<file path="src/rtl/muldiv_unit_pkg.sv">
// muldiv_unit_pkg: shared widths, funct3 codes, FSM states and operand-sign helpers
package muldiv_unit_pkg;
  localparam int REG_DATA_WIDTH = 64;
  localparam int REG_ADDR_WIDTH = 5;
  localparam int MD_ITER = 64;
  localparam logic [2:0] MD_MUL = 3'b000;
  localparam logic [2:0] MD_MULH = 3'b001;
  localparam logic [2:0] MD_MULHSU = 3'b010;
  localparam logic [2:0] MD_MULHU = 3'b011;
  localparam logic [2:0] MD_DIV = 3'b100;
  localparam logic [2:0] MD_DIVU = 3'b101;
  localparam logic [2:0] MD_REM = 3'b110;
  localparam logic [2:0] MD_REMU = 3'b111;
  typedef enum logic [1:0] {MD_IDLE, MD_RUN, MD_DONE} md_state_e;
  function automatic logic a_signed(input logic [2:0] f);
    return f == MD_MULH || f == MD_MULHSU || f == MD_DIV || f == MD_REM;
  endfunction
  function automatic logic b_signed(input logic [2:0] f);
    return f == MD_MULH || f == MD_DIV || f == MD_REM;
  endfunction
endpackage

</file>
<file path="src/rtl/muldiv_signfix.sv">
// muldiv_signfix: conditional two's-complement negate
module muldiv_signfix #(
  parameter int W = 64
) (
  input  logic         neg,
  input  logic [W-1:0] value,
  output logic [W-1:0] fixed
);
  assign fixed = neg ? -value : value;
endmodule

</file>
<file path="src/rtl/muldiv_unit.sv">
// muldiv_unit: iterative radix-2 RV64M multiply/divide with start/busy/done handshake
module muldiv_unit
  import muldiv_unit_pkg::*;
(
  input  logic                      clk,
  input  logic                      reset,
  input  logic                      start,
  input  logic [2:0]                funct3,
  input  logic [REG_DATA_WIDTH-1:0] operand_a,
  input  logic [REG_DATA_WIDTH-1:0] operand_b,
  input  logic [REG_ADDR_WIDTH-1:0] rd_addr,
  output logic                      busy,
  output logic                      done,
  output logic [REG_DATA_WIDTH-1:0] result,
  output logic [REG_ADDR_WIDTH-1:0] result_rd_addr
);
  md_state_e state, state_n;
  logic [5:0] cnt;
  logic [127:0] acc, acc_next, fix_in, fix_out;
  logic [63:0] b_q, abs_a, abs_b, sp_res, fin, div_diff;
  logic [2:0] f3_q;
  logic [REG_ADDR_WIDTH-1:0] rd_q;
  logic neg_q, sa, sb, divz, ovf, special, accept, last, div_ge;
  logic [64:0] mul_sum, div_sh;
  assign sa = a_signed(funct3) & operand_a[63];
  assign sb = b_signed(funct3) & operand_b[63];
  muldiv_signfix #(.W(64)) u_abs_a (.neg(sa), .value(operand_a), .fixed(abs_a));
  muldiv_signfix #(.W(64)) u_abs_b (.neg(sb), .value(operand_b), .fixed(abs_b));
  assign divz = funct3[2] && operand_b == '0;
  assign ovf = funct3[2] && !funct3[0] && operand_a == {1'b1, 63'd0} && operand_b == '1;
  assign special = divz || ovf;
  assign sp_res = divz ? (funct3[1] ? operand_a : '1) : (funct3[1] ? '0 : operand_a);
  assign accept = state == MD_IDLE && start;
  assign last = cnt == 6'(MD_ITER - 1);
  // Multiply: acc = {partial high, remaining multiplier bits}; divide: acc = {remainder, dividend/quotient}
  assign mul_sum = {1'b0, acc[127:64]} + (acc[0] ? {1'b0, b_q} : 65'd0);
  assign div_sh = {acc[127:64], acc[63]};
  assign div_ge = div_sh >= {1'b0, b_q};
  assign div_diff = div_sh[63:0] - b_q;
  assign acc_next = f3_q[2] ? {div_ge ? div_diff : div_sh[63:0], acc[62:0], div_ge} : {mul_sum, acc[63:1]};
  assign fix_in = f3_q[2] ? {64'd0, f3_q[1] ? acc_next[127:64] : acc_next[63:0]} : acc_next;
  muldiv_signfix #(.W(128)) u_fix (.neg(neg_q), .value(fix_in), .fixed(fix_out));
  assign fin = (f3_q == MD_MUL || f3_q[2]) ? fix_out[63:0] : fix_out[127:64];
  always_ff @(posedge clk)
    if (reset) state <= MD_IDLE;
    else state <= state_n;
  always_comb
    state_n = state == MD_IDLE ? (start ? (special ? MD_DONE : MD_RUN) : MD_IDLE) :
              state == MD_RUN  ? (last ? MD_DONE : MD_RUN) : MD_IDLE;
  always_comb begin
    busy = state != MD_IDLE;
    done = state == MD_DONE;
  end
  always_ff @(posedge clk)
    if (reset) begin
      cnt <= '0;
      acc <= '0;
      b_q <= '0;
      f3_q <= '0;
      neg_q <= 1'b0;
      rd_q <= '0;
      result <= '0;
      result_rd_addr <= '0;
    end else if (accept) begin
      cnt <= '0;
      acc <= {64'd0, funct3[2] ? abs_a : abs_b};
      b_q <= funct3[2] ? abs_b : abs_a;
      f3_q <= funct3;
      neg_q <= funct3[2] && funct3[1] ? sa : sa ^ sb;
      rd_q <= rd_addr;
      if (special) begin
        result <= sp_res;
        result_rd_addr <= rd_addr;
      end
    end else if (state == MD_RUN) begin
      cnt <= cnt + 6'd1;
      acc <= acc_next;
      if (last) begin
        result <= fin;
        result_rd_addr <= rd_q;
      end
    end
endmodule

</file>
<file path="config.mk">
export PLATFORM = sky130hd
export DESIGN_NAME = muldiv_unit
export DESIGN_NICKNAME = d
export VERILOG_FILES = /design/src/rtl/muldiv_unit_pkg.sv /design/src/rtl/muldiv_signfix.sv /design/src/rtl/muldiv_unit.sv
export SDC_FILE = /design/constraint.sdc
export NUM_CORES = 2
export LEC_CHECK = 0
export CORE_ASPECT_RATIO = 1.2
export CORE_UTILIZATION = 40
export CTS_BUF_LIST = sky130_fd_sc_hd__clkbuf_2 sky130_fd_sc_hd__clkbuf_4 sky130_fd_sc_hd__clkbuf_8
export CTS_CLUSTER_DIAMETER = 80
export CTS_CLUSTER_SIZE = 16
export DETAILED_ROUTE_END_ITERATION = 8
export SLEW_MARGIN = 20
export SYNTH_ARGS = -nofsm -noshare
export SYNTH_HDL_FRONTEND = slang
export SYNTH_SLANG_ARGS = --single-unit
</file>
<file path="constraint.sdc">
create_clock -name clk -period 18.4 [get_ports clk]
set_input_delay 3.68 -clock clk [delete_from_list [all_inputs] [get_ports clk]]
set_output_delay 3.68 -clock clk [all_outputs]
set_load 0.01 [all_outputs]
</file>
==> flow_metrics.env <==
export IMPL_run_status="completed"
export IMPL_final_nets=5441
export IMPL_power_density_nw_per_um2=76.7
export IMPL_clk_latency_ps=800
export IMPL_vdd_drop_max_mv=0.0639
export IMPL_post_route_min_period_ps=8790
export IMPL_cts_resized_gates=0
export IMPL_place_gp_congestion=1.10
export IMPL_row_count=118
export IMPL_rr_endpoint="result[44]"
export IMPL_synthArstFlopShare_pct=0
export IMPL_chipWidth_um=273
export IMPL_crit_path_start="b_q[52]"
export IMPL_hold_class="flip-flop to flip-flop"
export IMPL_cts_made_buffers=29
export IMPL_fmax_mhz=114
export IMPL_final_cells=6333
export IMPL_synth_top_area_share_pct=15.8
export IMPL_timing_setup_tns_ps=0
export IMPL_final_cell_area_um2=38700
export IMPL_ys_top_cells_by_area="dfxtp_1, a21oi_1, nor2_1"
export IMPL_post_route_period_util_pct=47.7
export IMPL_hpwl_um=176000
export IMPL_cts_hold_buf=0
export IMPL_cts_clk_slew_worst_paths_ps=110
export IMPL_arrival_ps=9520
export IMPL_whs_ps=470
export IMPL_ys_seq_area_share_pct=15.8
export IMPL_crit_chain="inv_1 -> ha_1 -> nand4_1 -> nor2_1 -> nand4_1 -> o21ai_1 -> or3_2 -> nor2_8 -> buf_4 -> o31ai_1 -> o2bb2ai_1 -> nand4_1 -> nand4b_1 -> o31ai_1 -> xor2_1 -> o21ai_0 -> a21oi_1"
export IMPL_synth_top_area_cell="dfxtp_1"
export IMPL_cap_violations=0
export IMPL_syn_num_nets=5489
export IMPL_finalSetupViolations=0
export IMPL_cp_slowest_cell="nand4b_1"
export IMPL_synth_most_common_cell="nor2_1"
export IMPL_crit_path_start_kind="flip-flop"
export IMPL_ys_seq_elements=278
export IMPL_overflow=0
export IMPL_top_usage_layer="met2"
export IMPL_dieHeight_um=327
export IMPL_grt_max_degree=108
export IMPL_dr_pass1_iters=8
export IMPL_slew_headroom_pct=10.9
export IMPL_endpoint="result[44]"
export IMPL_syn2layout_area_growth_pct=9.84
export IMPL_drive_above_1_share_pct=6.54
export IMPL_cts_tree="yes"
export IMPL_crit_family="simple AND/OR/NAND/NOR gates"
export IMPL_wl_per_cell_um=34.9
export IMPL_end_kind="flip-flop"
export IMPL_syn_area_um2=35200
export IMPL_via_count=43900
export IMPL_grt_pass1_wl_um=305000
export IMPL_r2r_start="b_q[52]"
export IMPL_worstMarginPinSlew_ps=1330
export IMPL_grt_pass1_vias=39700
export IMPL_synthTopCellsByCount="nor2_1, nand2_1, a21oi_1"
export IMPL_grt_util_all_layers_pct=47.7
export IMPL_reg2reg_depth=17
export IMPL_cp_max_fo=30
export IMPL_crit_top_cell="nand4_1"
export IMPL_p_leak_uw=0.0140
export IMPL_postRouteWirelength_um=221000
export IMPL_cts_root_buf="clkbuf_8"
export IMPL_core_area_um2=86700
export IMPL_clock_sinks=278
export IMPL_dp_cells=6275
export IMPL_synthCells=5215
export IMPL_use_met3_pct=11.4
export IMPL_hold_viol_final=0
export IMPL_synth_area_per_cell_um2=6.75
export IMPL_remaining_drc_errors=0
export IMPL_ant_nets=0
export IMPL_dieArea_um2=89200
export IMPL_fillers=9159
export IMPL_numPortBuffers=209
export IMPL_antenna_found_initial=13
export IMPL_synth_edff_count=0
export IMPL_cts_buffer_depth=3
export IMPL_synth_cell_types=120
export IMPL_final_util_pct=44.6
export IMPL_met1_usage_pct=57.9
export IMPL_timing_worst_setup_path_type="flip-flop to flip-flop"
export IMPL_synth_warnings=0
export IMPL_grt_setup_unrepaired="no"
export IMPL_h_tree_depth=1
export IMPL_cp_slowest_stage_delay_ps=1010
export IMPL_slew_violations=0
export IMPL_fin_skew_ps=105
export IMPL_grt_util_met2_pct=70.8
export IMPL_start_util_pct=40.6
export IMPL_drt_iter0_drc=6365
export IMPL_vias_per_cell=6.93
export IMPL_cp_depth=17
export IMPL_postCtsSetupBuffers=0
export IMPL_ios=210
export IMPL_synth_ff_type="dfxtp_1"
export IMPL_r2r_setup_slack_ps=9610
export IMPL_placed_area_um2=37900
export IMPL_crit_buf_inv=2
export IMPL_crit_required_ps=19130
[layer usage]
metal | share of wire (%) | routed length, um
met5 | 0.029 | 65
met4 | 10 | 23000
met3 | 11 | 23500
met2 | 41 | 91600
met1 | 37 | 82600
[stage by stage]
step	power (uW)	setup slack [ps]
5_1_grt	3020	9760
6_report	2970	9610
4_1_cts	2850	10200
2_1_floorplan	1660	10860
3_5_place_dp	2330	9380
3_3_place_gp	2340	9550
[registers in the layout (all words and copies together) (netlist names)]
| name | cells |
|---|---|
| acc | 128 |
| cnt | 6 |
| result | 64 |
| state | 2 |
| rd_q | 5 |
| f3_q | 3 |
| result_rd_addr | 5 |
| neg_q | 1 |
| b_q | 64 |
[final cells by class]
cell class	instances	area, um^2	share of cell area [%]
repair buffers	307	2830	7.31
multi-input cells	4413	27600	71.4
clock buffers	33	435	1.13
well taps	1140	1430	3.69
inverters	138	519	1.34
flip-flops and latches	278	5570	14.4
diodes	6	15.0	0.0388
clock inverters	18	254	0.657
[placed cells by master, fill, tap and decap left out, types with 133 or more instances in the layout]
| cell type | n |
|---|---|
| nor2_1 | 608 |
| nand2_1 | 567 |
| a21oi_1 | 504 |
| o21ai_0 | 320 |
| dfxtp_1 | 275 |
| clkdlybuf4s50_1 | 207 |
| nor3_1 | 170 |
| o211ai_1 | 139 |
| inv_1 | 136 |
| ha_1 | 133 |
[worst register-to-register path: stages, from the launching register on]
cell and delay (ps):
dfxtp_1 680, inv_1 100, ha_1 540, nand4_1 420
nor2_1 710, nand4_1 160, o21ai_1 280, or3_2 780
nor2_8 160, buf_4 300, o31ai_1 880, o2bb2ai_1 320
nand4_1 670, nand4b_1 1010, o31ai_1 930, xor2_1 480
o21ai_0 150, a21oi_1 140
[cells by family after synthesis]
kind of cell	count (synthesis)	share of synthesized area [%]
AO/OA/AOI/OAI	1745	32.5
XOR/XNOR	222	5.52
adder cells (fa/ha/maj)	178	6.06
buffers and inverters	524	6.30
flip-flops	278	15.8
multiplexers	148	4.34
AND/OR/NAND/NOR	2120	29.4
[worst min path at each step]
stage	cells past startpoint	end	start	slack [ps]
after floorplan	2	b_q[11]	b_q[11]	440
after global placement	2	b_q[59]	b_q[59]	450
after detailed placement	2	b_q[59]	b_q[59]	460
after CTS	2	b_q[59]	b_q[59]	470
after global routing	2	b_q[58]	b_q[58]	490
final	2	b_q[59]	b_q[59]	470
[power by group]
part / leakage (uW) / internal [uW] / switching (uW)
clock: 0.000346 / 216 / 309
combinational: 0.0114 / 477 / 1270
sequential: 0.00227 / 637 / 60.1
Note: power is estimated with default switching activity, not from simulation.
